### src/rtl/gearbox_pkg.sv
// Shared definitions for the gearbox input-side feed controller.
//   WORD_W      : width of a word entering the gearbox
//   GB_OUT_W    : width of a word leaving the gearbox
//   *_WORD_DEF  : default training / sync / idle patterns
//   feed_state_e: scheduler states
package gearbox_pkg;

  localparam int WORD_W   = 16;
  localparam int GB_OUT_W = 20;

  localparam logic [WORD_W-1:0] TRAIN_WORD_DEF = 16'hBC50;
  localparam logic [WORD_W-1:0] SYNC_WORD_DEF  = 16'h7E7E;
  localparam logic [WORD_W-1:0] IDLE_WORD_DEF  = 16'h0000;

  typedef enum logic [1:0] {
    ST_TRAIN = 2'd0,
    ST_ARB   = 2'd1,
    ST_BURST = 2'd2
  } feed_state_e;

endpackage

### src/rtl/gearbox_rr_arb.sv
// Two-way round-robin arbiter with frame-granular memory.
//   clk1, res_n : clock, asynchronous active-low reset
//   req         : request vector {req1, req0}
//   done        : owner's frame finished this cycle
//   done_id     : index (0/1) of the requester whose frame finished
//   pick        : one-hot winner among current requests, 0 when none
module gearbox_rr_arb (
  input  logic       clk1,
  input  logic       res_n,
  input  logic [1:0] req,
  input  logic       done,
  input  logic       done_id,
  output logic [1:0] pick
);

  // Index of the requester that owned the most recent completed frame.
  // Resets to 1 so requester 0 wins the first tie.
  logic last_grant;

  always_ff @(posedge clk1 or negedge res_n) begin
    if (!res_n) begin
      last_grant <= 1'b1;
    end else if (done) begin
      last_grant <= done_id;
    end
  end

  always_comb begin
    pick = req;
    if (req == 2'b11) begin
      pick = last_grant ? 2'b01 : 2'b10;
    end
  end

endmodule

### src/rtl/gearbox_feed_ctrl.sv
// Input-clock-side scheduler for the 16-to-20 bit gearbox. Sends a training
// preamble after reset, then shares the gearbox between two framed
// requesters, inserting periodic sync words and idle filler.
//   clk1, res_n           : clock, asynchronous active-low reset
//   gb_ready              : gearbox can accept a word decided this cycle
//   reqN_valid/data/last  : requester N word stream, framed by last
//   reqN_ready            : requester N word consumed this cycle (comb)
//   shift_in, data_in     : registered push into the gearbox
//   training              : registered, high while the preamble is sent
//   grant                 : registered one-hot frame owner, 0 when none
module gearbox_feed_ctrl
  import gearbox_pkg::*;
#(
  parameter int                TRAIN_LEN   = 16,
  parameter int                SYNC_PERIOD = 64,
  parameter logic [WORD_W-1:0] TRAIN_WORD  = TRAIN_WORD_DEF,
  parameter logic [WORD_W-1:0] SYNC_WORD   = SYNC_WORD_DEF,
  parameter logic [WORD_W-1:0] IDLE_WORD   = IDLE_WORD_DEF
) (
  input  logic              clk1,
  input  logic              res_n,
  input  logic              gb_ready,
  input  logic              req0_valid,
  input  logic [WORD_W-1:0] req0_data,
  input  logic              req0_last,
  output logic              req0_ready,
  input  logic              req1_valid,
  input  logic [WORD_W-1:0] req1_data,
  input  logic              req1_last,
  output logic              req1_ready,
  output logic              shift_in,
  output logic [WORD_W-1:0] data_in,
  output logic              training,
  output logic [1:0]        grant
);

  localparam int TW = (TRAIN_LEN > 1) ? $clog2(TRAIN_LEN) : 1;
  localparam int SW = $clog2(SYNC_PERIOD);
  localparam logic [TW-1:0] TRAIN_MAX = TW'(TRAIN_LEN - 1);
  localparam logic [SW-1:0] SYNC_MAX  = SW'(SYNC_PERIOD - 1);

  feed_state_e       state, state_nx;
  logic [TW-1:0]     train_cnt, train_cnt_nx;
  logic [SW-1:0]     sync_cnt, sync_cnt_nx;
  logic [1:0]        grant_nx;
  logic              emit;
  logic [WORD_W-1:0] word;
  logic              frame_done;
  logic [1:0]        pick;

  // Current owner's stream; grant is one-hot so bit 1 selects requester 1.
  logic              own_valid, own_last;
  logic [WORD_W-1:0] own_data;
  assign own_valid = grant[1] ? req1_valid : req0_valid;
  assign own_last  = grant[1] ? req1_last  : req0_last;
  assign own_data  = grant[1] ? req1_data  : req0_data;

  gearbox_rr_arb u_arb (
    .clk1    (clk1),
    .res_n   (res_n),
    .req     ({req1_valid, req0_valid}),
    .done    (frame_done),
    .done_id (grant[1]),
    .pick    (pick)
  );

  // Decision stage: everything is gated by gb_ready so a stalled gearbox
  // freezes the scheduler, counters included.
  always_comb begin
    state_nx     = state;
    train_cnt_nx = train_cnt;
    sync_cnt_nx  = sync_cnt;
    grant_nx     = grant;
    emit         = 1'b0;
    word         = IDLE_WORD;
    frame_done   = 1'b0;
    req0_ready   = 1'b0;
    req1_ready   = 1'b0;
    case (state)
      ST_TRAIN: begin
        if (gb_ready) begin
          emit = 1'b1;
          word = TRAIN_WORD;
          if (train_cnt == TRAIN_MAX) begin
            train_cnt_nx = '0;
            state_nx     = ST_ARB;
          end else begin
            train_cnt_nx = train_cnt + 1'b1;
          end
        end
      end
      ST_ARB: begin
        if (gb_ready) begin
          if (sync_cnt >= SYNC_MAX) begin
            // Sync has priority over a new frame; a sync deferred by a
            // long frame comes out here, right after its last word.
            emit        = 1'b1;
            word        = SYNC_WORD;
            sync_cnt_nx = '0;
          end else if (|pick) begin
            grant_nx = pick;
            state_nx = ST_BURST;
          end else begin
            emit        = 1'b1;
            word        = IDLE_WORD;
            sync_cnt_nx = sync_cnt + 1'b1;
          end
        end
      end
      ST_BURST: begin
        req0_ready = grant[0] & gb_ready & req0_valid;
        req1_ready = grant[1] & gb_ready & req1_valid;
        // A missing word is a bubble: nothing is pushed, no filler inserted.
        if (gb_ready && own_valid) begin
          emit = 1'b1;
          word = own_data;
          if (sync_cnt < SYNC_MAX) begin
            sync_cnt_nx = sync_cnt + 1'b1;
          end
          if (own_last) begin
            frame_done = 1'b1;
            grant_nx   = 2'b00;
            state_nx   = ST_ARB;
          end
        end
      end
      default: state_nx = ST_TRAIN;
    endcase
  end

  // Output stage: one-cycle registered push into the gearbox.
  always_ff @(posedge clk1 or negedge res_n) begin
    if (!res_n) begin
      state     <= ST_TRAIN;
      train_cnt <= '0;
      sync_cnt  <= '0;
      grant     <= 2'b00;
      shift_in  <= 1'b0;
      data_in   <= '0;
      training  <= 1'b1;
    end else begin
      state     <= state_nx;
      train_cnt <= train_cnt_nx;
      sync_cnt  <= sync_cnt_nx;
      grant     <= grant_nx;
      shift_in  <= emit;
      training  <= (state == ST_TRAIN);
      if (emit) begin
        data_in <= word;
      end
    end
  end

endmodule

### config.mk
export PLATFORM = sky130hd
export DESIGN_NAME = gearbox_feed_ctrl
export DESIGN_NICKNAME = d
export VERILOG_FILES = /design/src/rtl/gearbox_pkg.sv /design/src/rtl/gearbox_rr_arb.sv /design/src/rtl/gearbox_feed_ctrl.sv
export SDC_FILE = /design/constraint.sdc
export NUM_CORES = 1
export LEC_CHECK = 0
export CAP_MARGIN = 25
export CORE_UTILIZATION = 35
export CTS_BUF_LIST = sky130_fd_sc_hd__clkbuf_8
export DETAILED_ROUTE_END_ITERATION = 12
export PLACE_DENSITY = 0.69
export SYNTH_ARGS = -nofsm -noshare
export SYNTH_HDL_FRONTEND = slang
export SYNTH_SLANG_ARGS = --single-unit
### constraint.sdc
create_clock -name clk1 -period 3.1 [get_ports clk1]
set_input_delay 0.93 -clock clk1 [delete_from_list [all_inputs] [get_ports clk1]]
set_output_delay 0.93 -clock clk1 [all_outputs]
set_load 0.01 [all_outputs]
==> Yosys cells after proc, flatten, opt, wreduce, memory -nomap -nowiden <==
Cells that the tools add are included.
{ "totals": {"in_bits": 39, "out_inout_bits": 22, "reg_bits": 33, "word_cells": 79} }
{ "classes": {"muxes": 42, "n_eq_ne": 13, "n_bitwise": 4, "order_cmp": 2, "reduce_logical": 8, "add_sub_neg": 2} }
{ "op_table": {"columns": ["op", "count"], "rows": [
  ["16-bit 2-to-1 mux", 3],
  ["16-bit one-hot mux with 3 select lines", 1],
  ["15-bit 2-to-1 mux", 2],
  ["6-bit 2-to-1 mux", 5],
  ["2-bit 2-to-1 mux", 14],
  ["2-bit inequality test (second input constant)", 8],
  ["1-bit 2-to-1 mux", 12],
  ["6-bit one-hot mux with 2 select lines", 1],
  ["7-bit AND reduction", 1],
  ["6-bit by 1-bit adder with 6-bit output (second input constant)", 1],
  ["6-bit >= comparator (second input constant)", 1],
  ["6-bit less-than comparator (second input constant)", 1],
  ["2-bit one-hot mux with 3 select lines", 1],
  ["6-bit AND reduction", 1],
  ["5-bit AND reduction", 1],
  ["4-bit by 1-bit adder with 4-bit output (second input constant)", 1],
  ["1-bit bitwise AND", 4],
  ["2-bit equality test (second input constant)", 2],
  ["4-bit equality test (second input constant)", 1],
  ["4-bit 2-to-1 mux", 1],
  ["2-bit one-hot mux with 2 select lines", 1],
  ["3-bit inequality test (second input constant)", 1],
  ["1-bit one-hot mux with 3 select lines", 1],
  ["2-bit by 1-bit equality test with 1-bit output (second input constant)", 1],
  ["5 further kinds", 5]
]} }

==> Longest topological paths before layout <==
{ "depth": {"ltp_word": 7, "depth_mapped": 8} }

==> By module <==
Synthesis repeated with hierarchy kept, for this count alone.
{ "unflattened": {"cells_unflattened": 154, "area_unflattened_um2": 1858.0} }
{ "by_module_without_submodules": {"columns": ["module", "instances", "area_each_um2", "cells_each", "seq_area_each_um2"], "rows": [
  ["gearbox_feed_ctrl", 1, 1796.7, 148, 802.0],
  ["gearbox_rr_arb", 1, 61.3, 6, 26.3]
]} }

==> Worst setup path before layout <==
Ideal clock, no wire load.
{ "synth_path": {"kind": "in2out", "startpoint": "input port gb_ready", "endpoint": "output port req1_ready", "arrival_time_ns": 1.394, "path_slack_ns": 0.776, "path_buffers": 1, "path_stages": 3, "path_cell_list": "buf_2 nand2_1 nor3_1"} }
{ "synth_via": {"elab_chain_cells": 3} }
{ "synth_lines": {"columns": ["element", "line_no", "text"], "rows": [
  ["from (decl)", "gearbox_feed_ctrl.sv:22", "input logic gb_ready,"],
  ["1-bit bitwise AND (2 in series)", "gearbox_feed_ctrl.sv:112", "req1_ready = grant[1] & gb_ready & req1_valid;"],
  ["1-bit 2-to-1 mux", "gearbox_feed_ctrl.sv:79", "case (state)"],
  ["to (decl)", "gearbox_feed_ctrl.sv:30", "output logic req1_ready,"]
]} }
No other way between the ends.

==> Final worst setup path <==
{ "layout_path": {"startpoint": "input port gb_ready", "endpoint": "output port req0_ready"} }
{ "layout_via": {"elab_chain_cells": 3} }
{ "layout_lines": {"columns": ["element", "line_no", "text"], "rows": [
  ["1-bit bitwise AND (2 in series)", "gearbox_feed_ctrl.sv:111", "req0_ready = grant[0] & gb_ready & req0_valid;"],
  ["1-bit 2-to-1 mux", "gearbox_feed_ctrl.sv:79", null],
  ["to (decl)", "gearbox_feed_ctrl.sv:26", "output logic req0_ready,"]
]} }
No other way between the ends.

==> flow_summary.json <==
{
  "max_freq_mhz": 327.0,
  "die-area_mm2": 0.005421,
  "worstPathRequired_ps": 2170,
  "worst_hold_path_type": "reg -> reg",
  "p_leak_nw": 1.058,
  "number_of_buffers_inserted_during_clock_tree_synthesis": 5,
  "fin_skew_ps": 7.669,
  "status": "finished clean",
  "cts_htree_levels": 2,
  "most_common_cell_after_layout_fill_and_taps_aside": "clkdlybuf4s50_1",
  "grt_overflow": 0,
  "grt_antenna_before_repair": 0,
  "period_minus_slack_ps": 3058,
  "startpoint_type": "primary input",
  "ys.warnings.count": 0,
  "detail-route-antenna-nets": 0,
  "syn_area_mm2": 0.001795,
  "post_synth.cell_area_avg_um2": 11.29,
  "most-common-layout-cells": "clkdlybuf4s50_1, dfrtp_1, mux2_2",
  "io_buffers": 60,
  "max_cap_violations": 0,
  "tightestPinTransition_ps": 564.9,
  "tritoncts": "built",
  "fin_tns_setup_ps": 0,
  "irDropWorstVdd_uv": 302.4,
  "drt_drc_violations_left": 0,
  "violation_count_after_the_first_detailed_routing_iteration": 82,
  "dr_total_vias": 1502,
  "gp_congestion": 0.8003,
  "cts.path.max_buffers": 2,
  "power_density_mw_per_mm2": 707.9,
  "totalWireLength_mm": 4.255,
  "synth_seq_cells": 33,
  "syn-num-nets": 200,
  "path_class": "in -> out",
  "netlist-cell-type-count": 45,
  "wl_per_cell_um": 14.47,
  "num_rows": 25,
  "die_h_um": 73.63,
  "finish.utilization_pct": 53.09,
  "floorplan.core_area_mm2": 0.004817,
  "clkLatencyLatePin_ps": 290,
  "cp_data_arrival_time_ps": 2130,
  "dp_hpwl_mm": 3.063,
  "diodes": 0,
  "setup_repair_after_global_routing_missed_its_margin": "false",
  "cts.reportedPaths.clkPinSlew_ps": 70,
  "report.final.slew_viol_count": 0,
  "grt_pass1_vias": 1427,
  "clockRootBuffer": "clkbuf_8",
  "drive_above_1_share_pct": 16.74,
  "groute.usage.overall_pct": 16.91,
  "critical_path.max_fanout": 3,
  "design.portCount": 61,
  "setup-violations-final": 0,
  "largest_net_degree_at_the_start_of_global_routing": 34,
  "number_of_enable_flip_flop_cells_after_synthesis": 0,
  "die_x_um": 73.63,
  "hold_viol": 0,
  "numClockSinks": 33,
  "dr.pass1.iters": 4,
  "first_pass_grt_wire_length_mm": 6.810,
  "start_util_pct": 37.27,
  "ys_dominant_reg_cell": "dfrtp_1",
  "area_delta_synth_final_pct": 42.44,
  "postCtsSetupRepairBufs": 0,
  "fin_hold_ws_ps": 494.6,
  "ys_async_sr_fraction_pct": 100.0,
  "synth-seq-area-share_pct": 46.13,
  "slew-limit-headroom_pct": 62.34,
  "postSynthCellCount": 159,
  "vias_per_cell": 5.109,
  "num-nets-final": 267,
  "final_min_period_over_clock_period_pct": 98.65,
  "sort_of_element_at_the_end_of_the_critical_path": "output pin"
}
-- sequential cells by signal, summed over array words and instances, names as in the netlist --
signal,flops
data_in,16
sync_cnt,6
train_cnt,4
grant,2
state,2
shift_in,1
training,1
u_arb.last_grant,1
-- per-stage QoR --
stage	power, mW	cell area, um2	worst slack (ps)	instances
final	1.810	2557	41.86	294
after global routing	1.934	2557	13.21	294
after CTS	1.832	2557	42.63	294
after detailed placement	1.515	2476	-32.54	286
after global placement	1.497	2476	-8.534	286
after floorplan	1.190	1795	775.5	159
-- critical path: stages --
cell,delay [ps]
clkdlybuf4s50_1,500
and4_1,180
clkdlybuf4s50_1,530
-- cells by family after synthesis --
kind of cell	share of synthesized area, %
AND/OR/NAND/NOR	10.10
buffers and inverters	5.644
multiplexers	13.10
AO/OA/AOI/OAI	22.16
adder cells (fa/ha/maj)	1.394
XOR/XNOR	1.464
flip-flops	46.13
-- what timing repair did --
item / in CTS / in global routing
endpoints found under the setup margin: 1 / 0
gates resized for setup: 1 / 0
hold buffers: 0 / 0
-- cell usage after synthesis (2+ instances only) --
| cell | number | area [um2] |
|---|---|---|
| and3_1 | 4 | 25.02 |
| ha_1 | 2 | 25.02 |
| inv_1 | 8 | 30.03 |
| xor2_1 | 2 | 17.52 |
| nand3_1 | 4 | 20.02 |
| o22ai_1 | 3 | 18.77 |
| nor2_1 | 2 | 7.510 |
| a221o_1 | 13 | 130.1 |
| dfrtp_1 | 31 | 775.7 |
| buf_2 | 2 | 10.01 |
| a2bb2oi_1 | 2 | 17.52 |
| o2bb2ai_1 | 4 | 35.03 |
| dfstp_2 | 2 | 52.55 |
| mux2_2 | 16 | 180.2 |
| o21a_1 | 2 | 15.01 |
| a21oi_1 | 7 | 35.03 |
| o21ai_0 | 6 | 30.03 |
| nor3_1 | 2 | 10.01 |
| nand2_1 | 11 | 41.29 |
| buf_6 | 4 | 45.04 |
| nor3b_1 | 3 | 22.52 |
| nand4_1 | 2 | 12.51 |
| mux2i_1 | 4 | 40.04 |
| nor2b_1 | 2 | 12.51 |
-- per-layer routing --
metal | wire, um | vias up | part of all wire, % | GRT usage [%]
met1 | 1978 | 721 | 46 | 22.25
li1 | - | 741 | - | -
met4 | 72 | 0 | 1.7 | 7.051
met5 | 0 | - | 0 | 0
met3 | 200 | 7 | 4.7 | 4.527
met2 | 2004 | 33 | 47 | 26.30
-- worst paths after layout --
check                                start         end  slack (ps)  cells past startpoint
min in group asynchronous            res_n    grant[0]        1030                      2
worst max-delay path              gb_ready  req0_ready          40                      3
worst min register to register  data_in[7]  data_in[7]         490                      1
worst max register to register    grant[1]  data_in[5]        1170                      5
worst min-delay path            data_in[7]  data_in[7]         490                      1
max in group asynchronous            res_n    training        1720                      2
-- report_power, final --
group / internal [mW] / total (mW) / switching, mW / leakage, nW
clock network: 0.152 / 0.309 / 0.157 / 0.0491
registers: 0.575 / 0.692 / 0.116 / 0.416
logic: 0.449 / 0.810 / 0.361 / 0.593
-- final cells by class --
class / instances / area (um2)
timing repair buffer: 69 / 666.9
clock inverter: 3 / 13.76
multi-input combinational: 109 / 865.8
clock buffer: 5 / 68.82
fill: 437 / 2260
tap: 67 / 83.83
sequential: 33 / 828.3
inverter: 8 / 30.03
Note: power is estimated with default switching activity, not from simulation.
